File: config.mk
export PLATFORM = sky130hd
export DESIGN_NAME = seq_word_serializer
export DESIGN_NICKNAME = d
export VERILOG_FILES = /design/src/rtl/seq_pkg.sv /design/src/rtl/seq_word_fifo.sv /design/src/rtl/seq_word_serializer.sv
export SDC_FILE = /design/constraint.sdc
export NUM_CORES = 1
export LEC_CHECK = 0
export CAP_MARGIN = 5
export CORE_ASPECT_RATIO = 1.2
export CORE_MARGIN = 3
export CORE_UTILIZATION = 51
export DETAILED_ROUTE_END_ITERATION = 10
export PLACE_DENSITY = 0.74
export SLEW_MARGIN = 15
export SYNTH_ARGS = -nofsm -noshare
export SYNTH_HDL_FRONTEND = slang
export SYNTH_SLANG_ARGS = --single-unit
File: constraint.sdc
create_clock -name clk_i -period 2.16 [get_ports clk_i]
set_input_delay 0.432 -clock clk_i [delete_from_list [all_inputs] [get_ports clk_i]]
set_output_delay 0.432 -clock clk_i [all_outputs]
set_load 0.01 [all_outputs]
File: src/rtl/seq_pkg.sv
// rtl/seq_pkg.sv - shared types and defaults for the sequence-detector family
package seq_pkg;

    typedef enum logic {
        ST_IDLE  = 1'b0,
        ST_SHIFT = 1'b1
    } shift_state_e;

    localparam int   SEQ_WIDTH    = 8;
    localparam int   SEQ_DEPTH    = 4;
    localparam logic SEQ_IDLE_BIT = 1'b0;

endpackage

File: src/rtl/seq_word_fifo.sv
// rtl/seq_word_fifo.sv - synchronous DEPTH x WIDTH word FIFO with level
module seq_word_fifo #(
    parameter int WIDTH = 8,
    parameter int DEPTH = 4
) (
    input  logic                         clk_i,
    input  logic                         rst_ni,
    input  logic                         flush_i,
    input  logic                         push_i,
    input  logic [WIDTH-1:0]             wdata_i,
    input  logic                         pop_i,
    output logic [WIDTH-1:0]             rdata_o,
    output logic                         full_o,
    output logic                         empty_o,
    output logic [$clog2(DEPTH+1)-1:0]   level_o
);

    localparam int AW = $clog2(DEPTH);

    logic [WIDTH-1:0] mem_q [DEPTH];
    // Pointers carry one extra wrap bit so full and empty are distinguishable.
    logic [AW:0]      wr_ptr_q, wr_ptr_d;
    logic [AW:0]      rd_ptr_q, rd_ptr_d;

    assign rdata_o = mem_q[rd_ptr_q[AW-1:0]];
    assign empty_o = (wr_ptr_q == rd_ptr_q);
    assign full_o  = (wr_ptr_q[AW] != rd_ptr_q[AW]) &&
                     (wr_ptr_q[AW-1:0] == rd_ptr_q[AW-1:0]);
    assign level_o = wr_ptr_q - rd_ptr_q;

    // Pointer next-state: flush discards everything, including a same-cycle push.
    always_comb begin
        wr_ptr_d = wr_ptr_q;
        rd_ptr_d = rd_ptr_q;
        if (flush_i) begin
            wr_ptr_d = '0;
            rd_ptr_d = '0;
        end else begin
            if (push_i) wr_ptr_d = wr_ptr_q + 1'b1;
            if (pop_i)  rd_ptr_d = rd_ptr_q + 1'b1;
        end
    end

    // Pointer registers.
    always_ff @(posedge clk_i or negedge rst_ni) begin
        if (!rst_ni) begin
            wr_ptr_q <= '0;
            rd_ptr_q <= '0;
        end else begin
            wr_ptr_q <= wr_ptr_d;
            rd_ptr_q <= rd_ptr_d;
        end
    end

    // Storage array; contents are only meaningful between the pointers.
    always_ff @(posedge clk_i) begin
        if (push_i && !flush_i) begin
            mem_q[wr_ptr_q[AW-1:0]] <= wdata_i;
        end
    end

endmodule

File: src/rtl/seq_word_serializer.sv
// rtl/seq_word_serializer.sv - buffered MSB-first word-to-bit serializer
module seq_word_serializer
    import seq_pkg::*;
#(
    parameter int   WIDTH    = SEQ_WIDTH,
    parameter int   DEPTH    = SEQ_DEPTH,
    parameter logic IDLE_BIT = SEQ_IDLE_BIT
) (
    input  logic                         clk_i,
    input  logic                         rst_ni,
    input  logic                         flush_i,
    input  logic                         in_valid_i,
    input  logic [WIDTH-1:0]             in_data_i,
    output logic                         in_ready_o,
    output logic                         ser_bit_o,
    output logic                         ser_active_o,
    output logic                         word_start_o,
    output logic [$clog2(DEPTH+1)-1:0]   fifo_level_o
);

    localparam int CW = (WIDTH > 1) ? $clog2(WIDTH) : 1;

    shift_state_e     state_q, state_d;
    logic [WIDTH-1:0] shift_q, shift_d;
    logic [CW-1:0]    cnt_q, cnt_d;
    logic             start_q, start_d;

    logic             fifo_full, fifo_empty, push, pop;
    logic [WIDTH-1:0] fifo_rdata;

    // Ready ignores any same-cycle pop, so a full FIFO never takes a push.
    assign in_ready_o = !fifo_full && !flush_i && rst_ni;
    assign push       = in_valid_i && in_ready_o;

    seq_word_fifo #(
        .WIDTH (WIDTH),
        .DEPTH (DEPTH)
    ) u_fifo (
        .clk_i   (clk_i),
        .rst_ni  (rst_ni),
        .flush_i (flush_i),
        .push_i  (push),
        .wdata_i (in_data_i),
        .pop_i   (pop),
        .rdata_o (fifo_rdata),
        .full_o  (fifo_full),
        .empty_o (fifo_empty),
        .level_o (fifo_level_o)
    );

    // Shifter FSM: load from FIFO when idle or on the last bit, else shift left.
    always_comb begin
        state_d = state_q;
        shift_d = shift_q;
        cnt_d   = cnt_q;
        start_d = 1'b0;
        pop     = 1'b0;
        if (flush_i) begin
            state_d = ST_IDLE;
        end else begin
            unique case (state_q)
                ST_IDLE: begin
                    if (!fifo_empty) begin
                        pop     = 1'b1;
                        shift_d = fifo_rdata;
                        cnt_d   = CW'(WIDTH - 1);
                        start_d = 1'b1;
                        state_d = ST_SHIFT;
                    end
                end
                ST_SHIFT: begin
                    if (cnt_q == '0) begin
                        if (!fifo_empty) begin
                            pop     = 1'b1;
                            shift_d = fifo_rdata;
                            cnt_d   = CW'(WIDTH - 1);
                            start_d = 1'b1;
                        end else begin
                            state_d = ST_IDLE;
                        end
                    end else begin
                        shift_d = {shift_q[WIDTH-2:0], 1'b0};
                        cnt_d   = cnt_q - 1'b1;
                    end
                end
                default: state_d = ST_IDLE;
            endcase
        end
    end

    // Shifter state registers.
    always_ff @(posedge clk_i or negedge rst_ni) begin
        if (!rst_ni) begin
            state_q <= ST_IDLE;
            shift_q <= '0;
            cnt_q   <= '0;
            start_q <= 1'b0;
        end else begin
            state_q <= state_d;
            shift_q <= shift_d;
            cnt_q   <= cnt_d;
            start_q <= start_d;
        end
    end

    assign ser_active_o = (state_q == ST_SHIFT);
    assign ser_bit_o    = ser_active_o ? shift_q[WIDTH-1] : IDLE_BIT;
    assign word_start_o = start_q;

endmodule

==> results of run 1 <==
==> logic make-up after synthesis <==
| logic type | share of synthesized area |
|---|---|
| multiplexers | 0.0892 |
| XOR/XNOR | 0.0190 |
| flip-flops | 0.640 |
| AO/OA/AOI/OAI | 0.108 |
| adder cells (fa/ha/maj) | 0.0591 |
| buffers and inverters | 0.0368 |
| AND/OR/NAND/NOR | 0.0480 |
==> synthesized netlist by cell type <==
cell type,instances
a31oi_1,1
xor2_2,1
a211oi_1,1
fa_1,1
a21oi_1,2
a2bb2oi_2,1
o22a_1,14
buf_4,2
edfxtp_1,32
a311oi_4,1
o21ai_0,1
or3_1,1
xor2_1,2
and2_1,4
nand2b_1,3
xnor2_1,1
clkbuf_1,2
nor2_1,9
o21a_1,1
o22a_2,1
buf_6,2
and2_4,1
o2bb2ai_2,1
inv_1,10
nand2_1,4
mux4_2,8
o31ai_1,1
dfrtp_1,19
ha_1,9
mux2i_1,2
o2bb2ai_1,1
==> stage by stage <==
step                      hold slack, ns  setup WS, ns
after floorplan                    0.136        0.0618
after global placement             0.424      -0.00627
after detailed placement           0.436       -0.0220
after CTS                          0.448       -0.0474
after global routing               0.485     -0.000236
final                              0.451        0.0348
==> power by group <==
group | switching [W] | internal, W | total, W
logic | 0.000465 | 0.000552 | 0.00102
registers | 0.0000877 | 0.00117 | 0.00125
clock network | 0.000300 | 0.000226 | 0.000526
==> layer usage <==
layer / routed length (um) / GRT usage / vias up
li1: - / - / 583
met1: 1670 / 0.211 / 672
met2: 2170 / 0.306 / 20
met3: 139 / 0.0343 / 2
met4: 23 / 0.0549 / 0
met5: 0 / 0 / -
==> state kept, by name, summed over array words and instances (netlist names) <==
register,flops
u_fifo.mem_q,32
shift_q,8
cnt_q,3
u_fifo.rd_ptr_q,3
word_start_o,1
ser_active_o,1
u_fifo.wr_ptr_q,3
==> final cells by class <==
| type | count | area, sq um | area share |
|---|---|---|---|
| clock buffers | 5 | 68.8 | 0.0255 |
| clock inverters | 3 | 20.0 | 0.00741 |
| inverters | 10 | 37.5 | 0.0139 |
| multi-input cells | 72 | 737 | 0.273 |
| flip-flops and latches | 51 | 1440 | 0.532 |
| well taps | 54 | 67.6 | 0.0250 |
| repair buffers | 34 | 334 | 0.124 |
==> worst paths after layout <==
path	start	slack, ns	cells after the start	endpoint
worst max-delay path	u_fifo.rd_ptr_q[0]	0.03	4	fifo_level_o[1]
worst min-delay path	cnt_q[0]	0.45	1	cnt_q[0]
worst max register to register	u_fifo.rd_ptr_q[1]	0.28	8	shift_q[2]
worst min register to register	cnt_q[0]	0.45	1	cnt_q[0]
max in group asynchronous	rst_ni	1.45	2	shift_q[4]
min in group asynchronous	rst_ni	0.51	2	u_fifo.wr_ptr_q[1]
==> timing repair <==
| action | CTS | global route |
|---|---|---|
| setup buffers | 1 | 2 |
| gates resized for setup | 4 | 2 |
| endpoints found under the setup margin | 3 | 3 |
==> run summary, run 1 <==
### Status
- complete, no violations — run status

### Drt
- 3990 um — post-detailed-routing wire length
- 17.4 um — WL/cell
- 0 — final routed DRC violation total
- 4 — DR pass1 iterations
- 0 — remaining antenna violation count after routing
- 35 — DR iter-0 viols
- 5.58 — Via density
- 1277 — number of vias after detailed routing

### STA
- 0.00698 ns — final worst clock skew
- 2.13 ns — minimum period implied by the final worst setup slack
- 0 ns — Final TNS setup
- 471 MHz — maximum operating frequency
- 0.984 — part of the cycle the worst path needs
- 0 — number of slew-limit violations in the final report
- 0.753 — Max-slew headroom
- 0.370 ns — slew at the pin closest to its max-slew limit
- 0 — Setup Viol. Count Final
- 0 — Final Hold Viols

### Final layout
- 0.659 — share of the core filled with cells
- 2700 sq um — Layout Cell Area excl Fill
- edfxtp_1 — most frequent standard cell in the layout excluding fill and tap cells
- 0 — antenna diode count
- 196 — number of nets in the layout
- 229 — non-filler cells in the finished layout
- 0.223 — layout cells sized above 1
- edfxtp_1 (32), dfrtp_1 (19), clkdlybuf4s50_1 (15), o22a_1 (14), buf_4 (13) — highest-count cells in the layout ignoring fill and taps
- 20.4% — area added between synthesis and finish
- 295 — number of filler cells placed in the layout

### Place
- 2580 sq um — cell area after placement
- 18 — number of port buffers
- 2780 um — HPWL after detailed placement
- 218 — placed cell count
- 0.770 — global placement routability congestion

### Clock network
- 0 — total of hold buffers inserted after clock tree synthesis
- 5 — total clock buffers created by CTS
- built — CTS tree
- 2 — # H-tree levels
- 2 — number of buffers between clock root and the deepest sink
- 0.30 ns — insertion delay of the later-clocked pin in the worst-skew pair
- clkbuf_8 — root buf cell
- 51 — number of sinks driven by the clock tree
- 0.09 ns — CTS clk-pin slew, worst paths

### Worst hold path
- flop to flop — path category of the worst min-delay check

### Setup path
- flop — Worst setup SP type
- 0.47 ns — Largest stage delay, worst path
- fa_1 — cell with the biggest individual delay on the critical path
- flop to output pin — worst setup path class
- 1.73 ns — Data required, critical path
- output pin — CP endpoint kind
- 1.69 ns — data arrival time of the worst path
- 2 — peak fanout along the critical path
- 2 — number of buffer and inverter instances along the worst setup path
- adder cells — CP top delay family
- ha_4 > fa_1 > inv_1 > dlygate4sd2_1 — crit-path cells

### Synth
- 0.428 — area share of the leading cell type in the synthesized netlist
- 51 — number of synthesized register bits
- 0.640 — sequential element share of the synthesized area
- edfxtp_1 — library cell with the largest summed area after synthesis
- 31 — library cells used by synthesis
- 16.1 sq um — Avg Inst Size Synth
- 139 — post-synthesis cell count
- 161 — post-synthesis net count
- edfxtp_1 (43%), dfrtp_1 (21%), mux4_2 (8.0%) — synth top area cells
- 0 — total number of yosys warnings
- 2240 sq um — summed instance area of the synthesized netlist

### GRT
- 0 — antenna violations before repair
- 6560 um — first-pass GRT wire length
- 0 — Remaining Overflow, GRT
- 20 — largest net degree at the start of global routing
- 0.174 — overall fraction of global-route tracks in use
- 1324 — number of global-route vias before repair

### Floorplanning
- 4100 sq um — floorplan core area
- 78.7 um — floorplan die height
- 0.547 — Initial Util
- 5230 sq um — full die area
- 19 — number of primary I/O pins
- 66.5 um — width of the die
- 25 — site row count

### Run
- 0 — number of maximum-capacitance constraint violations

### Power and ir drop
- 1040 nW/um^2 — power per standard cell area
- 1.03 nW — Static Leak
- 0.547 mV — highest ir drop seen on vdd
- 0.00280 W — overall power after layout

No activity file was read; power rests on OpenSTA's default activity.
==> inputs of run 2 (changes only) <==
--- a/config.mk
+++ b/config.mk
@@ -7,7 +7,7 @@
 export LEC_CHECK = 0
 export CAP_MARGIN = 5
 export CORE_ASPECT_RATIO = 1.2
-export CORE_MARGIN = 3
+export CORE_MARGIN = 5
 export CORE_UTILIZATION = 51
 export DETAILED_ROUTE_END_ITERATION = 10
 export PLACE_DENSITY = 0.74
==> run 2 against run 1 <==
Against the previous run: register-to-register slack improved by 0.07 ns; setup slack gained 0.042 ns; maximum frequency increased by 2.0%; combinational power fell by 5%; via count shrank 2.4%; final area decreased by 0.56%; first-iteration DRC count grew to 2.5 times the previous value; utilization is 2.9 points lower; sequential power hardly changed; clock skew fell by 0.00077 ns; critical endpoint is now fifo_level_o[0]; highest routed layer unchanged.
==> run summary, run 2 (synthesis gave the netlist of run 1 again) <==
### Status
- complete, no violations — run status

### GRT
- 6180 um — first-pass GRT wire length
- 1324 — number of global-route vias before repair
- 20 — largest net degree at the start of global routing
- 0 — Remaining Overflow, GRT
- 0 — antenna violations before repair
- 0.140 — overall fraction of global-route tracks in use

### Power and ir drop
- 1.02 nW — Static Leak
- 0.196 — clock network power share
- 0.293 — fraction of power spent switching nets
- 0.000806 W — switching power
- 0.591 mV — highest ir drop seen on vdd
- 0.00195 W — cell internal power dissipation
- 1030 nW/um^2 — power per standard cell area
- 0.353 — combinational fraction of design power
- 0.450 — Sequential Power Share

### Floorplanning
- 5830 sq um — full die area
- 19 — number of primary I/O pins
- 26 — site row count
- 4260 sq um — floorplan core area
- 82.7 um — floorplan die height
- 0.526 — Initial Util
- 70.5 um — width of the die

### Place
- -0.00618 ns — Worst Setup Slack post-DPL
- 0.742 — global placement routability congestion
- 18 — number of port buffers
- 2670 um — HPWL after detailed placement

### Worst hold path
- flop to flop — path category of the worst min-delay check

### Setup path
- fifo_level_o[0] — capture point of the critical path
- flop — Worst setup SP type
- 1.73 ns — Data required, critical path
- 0.35 ns — register-to-register path setup slack
- u_fifo.wr_ptr_q[0] — Setup crit start
- 4 — peak fanout along the critical path
- shift_q[5] — worst r2r dst
- 1.65 ns — data arrival time of the worst path
- clkdlybuf4s50_1 — cell with the biggest individual delay on the critical path
- 0.53 ns — Largest stage delay, worst path
- inv_1 > ha_2 > inv_1 > clkdlybuf4s50_1 — crit-path cells
- flop to output pin — worst setup path class
- inv_1 — cell occurring most often along the worst timing path
- output pin — CP endpoint kind
- 5 — depth of the most critical reg-to-reg path
- u_fifo.wr_ptr_q[1] — worst flop-to-flop path startpoint

### STA
- 0.548 ns — slew at the pin closest to its max-slew limit
- 0.632 — Max-slew headroom
- 0 — Final Hold Viols
- 0.00621 ns — final worst clock skew
- 480 MHz — maximum operating frequency
- 0 — Setup Viol. Count Final
- 0.441 ns — final hold slack
- 0 — number of slew-limit violations in the final report
- no — RSZ-0062 raised after global routing
- 0.965 — part of the cycle the worst path needs
- 0.0766 ns — minimum setup slack in the final design
- 2.08 ns — minimum period implied by the final worst setup slack

### Clock network
- 2 — # H-tree levels
- 5 — total clock buffers created by CTS
- clkbuf_8 — root buf cell
- 51 — number of sinks driven by the clock tree
- 2 — number of buffers between clock root and the deepest sink
- 0.08 ns — CTS clk-pin slew, worst paths
- 0.30 ns — insertion delay of the later-clocked pin in the worst-skew pair
- built — CTS tree

### Final layout
- 195 — number of nets in the layout
- 0.630 — share of the core filled with cells
- 0.218 — layout cells sized above 1
- 19.7% — area added between synthesis and finish
- 0 — antenna diode count
- edfxtp_1 (32), dfrtp_1 (19), clkdlybuf4s50_1 (15), o22a_1 (14), buf_4 (12) — highest-count cells in the layout ignoring fill and taps
- 32 — flip-flop count of the largest register after layout
- edfxtp_1 — most frequent standard cell in the layout excluding fill and tap cells

### Drt
- 88 — DR iter-0 viols
- 1246 — number of vias after detailed routing
- 0 — final routed DRC violation total
- 0 — remaining antenna violation count after routing
- 16.1 um — WL/cell
- 5.42 — Via density
- 4 — DR pass1 iterations
- 3710 um — post-detailed-routing wire length

### Run
- 0 — number of maximum-capacitance constraint violations

run 2: metal layers:
layer,wire (um),global-route usage,up-vias
met2,1900,0.245,29
li1,-,-,586
met1,1590,0.163,627
met3,185,0.0400,4
met4,29,0.0545,0
met5,0,0,-
run 2: layout make-up:
cell class	instances	area, sq um
multi-input cells	72	727
fillers	322	1580
repair buffers	33	324
clock buffers	7	86.3
flip-flops and latches	51	1440
clock inverters	1	5.00
inverters	10	37.5
well taps	56	70.1
run 2: metrics by stage:
stage / setup TNS [ns] / instance area, sq um / cells / power (W)
after floorplan: 0 / 2240 / 139 / 0.00196
after global placement: 0 / 2580 / 219 / 0.00220
after detailed placement: -0.0949 / 2580 / 219 / 0.00225
after CTS: 0 / 2670 / 228 / 0.00277
after global routing: 0 / 2690 / 230 / 0.00292
final: 0 / 2690 / 230 / 0.00276
run 2: power by group through the flow:
stage | Combinational [W] | Clock (W) | Sequential, W
final | 0.000974 | 0.000541 | 0.00124
after detailed placement | 0.000980 | 0 | 0.00126
after floorplan | 0.000711 | 0 | 0.00125
after CTS | 0.000974 | 0.000557 | 0.00124
after global routing | 0.00107 | 0.000592 | 0.00125
after global placement | 0.000942 | 0 | 0.00126
run 2: worst min-delay path by stage:
stage / start / to / slack [ns] / cells after the start
floorplan: rst_ni / cnt_q[0] / 0.14 / 0
global placement: cnt_q[0] / cnt_q[0] / 0.43 / 1
detailed placement: cnt_q[0] / cnt_q[0] / 0.43 / 1
CTS: cnt_q[0] / cnt_q[0] / 0.44 / 1
global route: cnt_q[0] / cnt_q[0] / 0.47 / 1
finish: cnt_q[0] / cnt_q[0] / 0.44 / 1
run 2: worst max-delay path, delay by kind of cell (launching register included):
family     cells  cell delay [ns]
buf+inv        3             0.68
fa+ha+maj      1             0.30
flops          1             0.38
run 2: repair_timing:
action	4_1_cts	5_1_grt
endpoints found under the setup margin	3	3
setup buffers	1	2
hold buffers	0	0
gates resized for setup	4	3
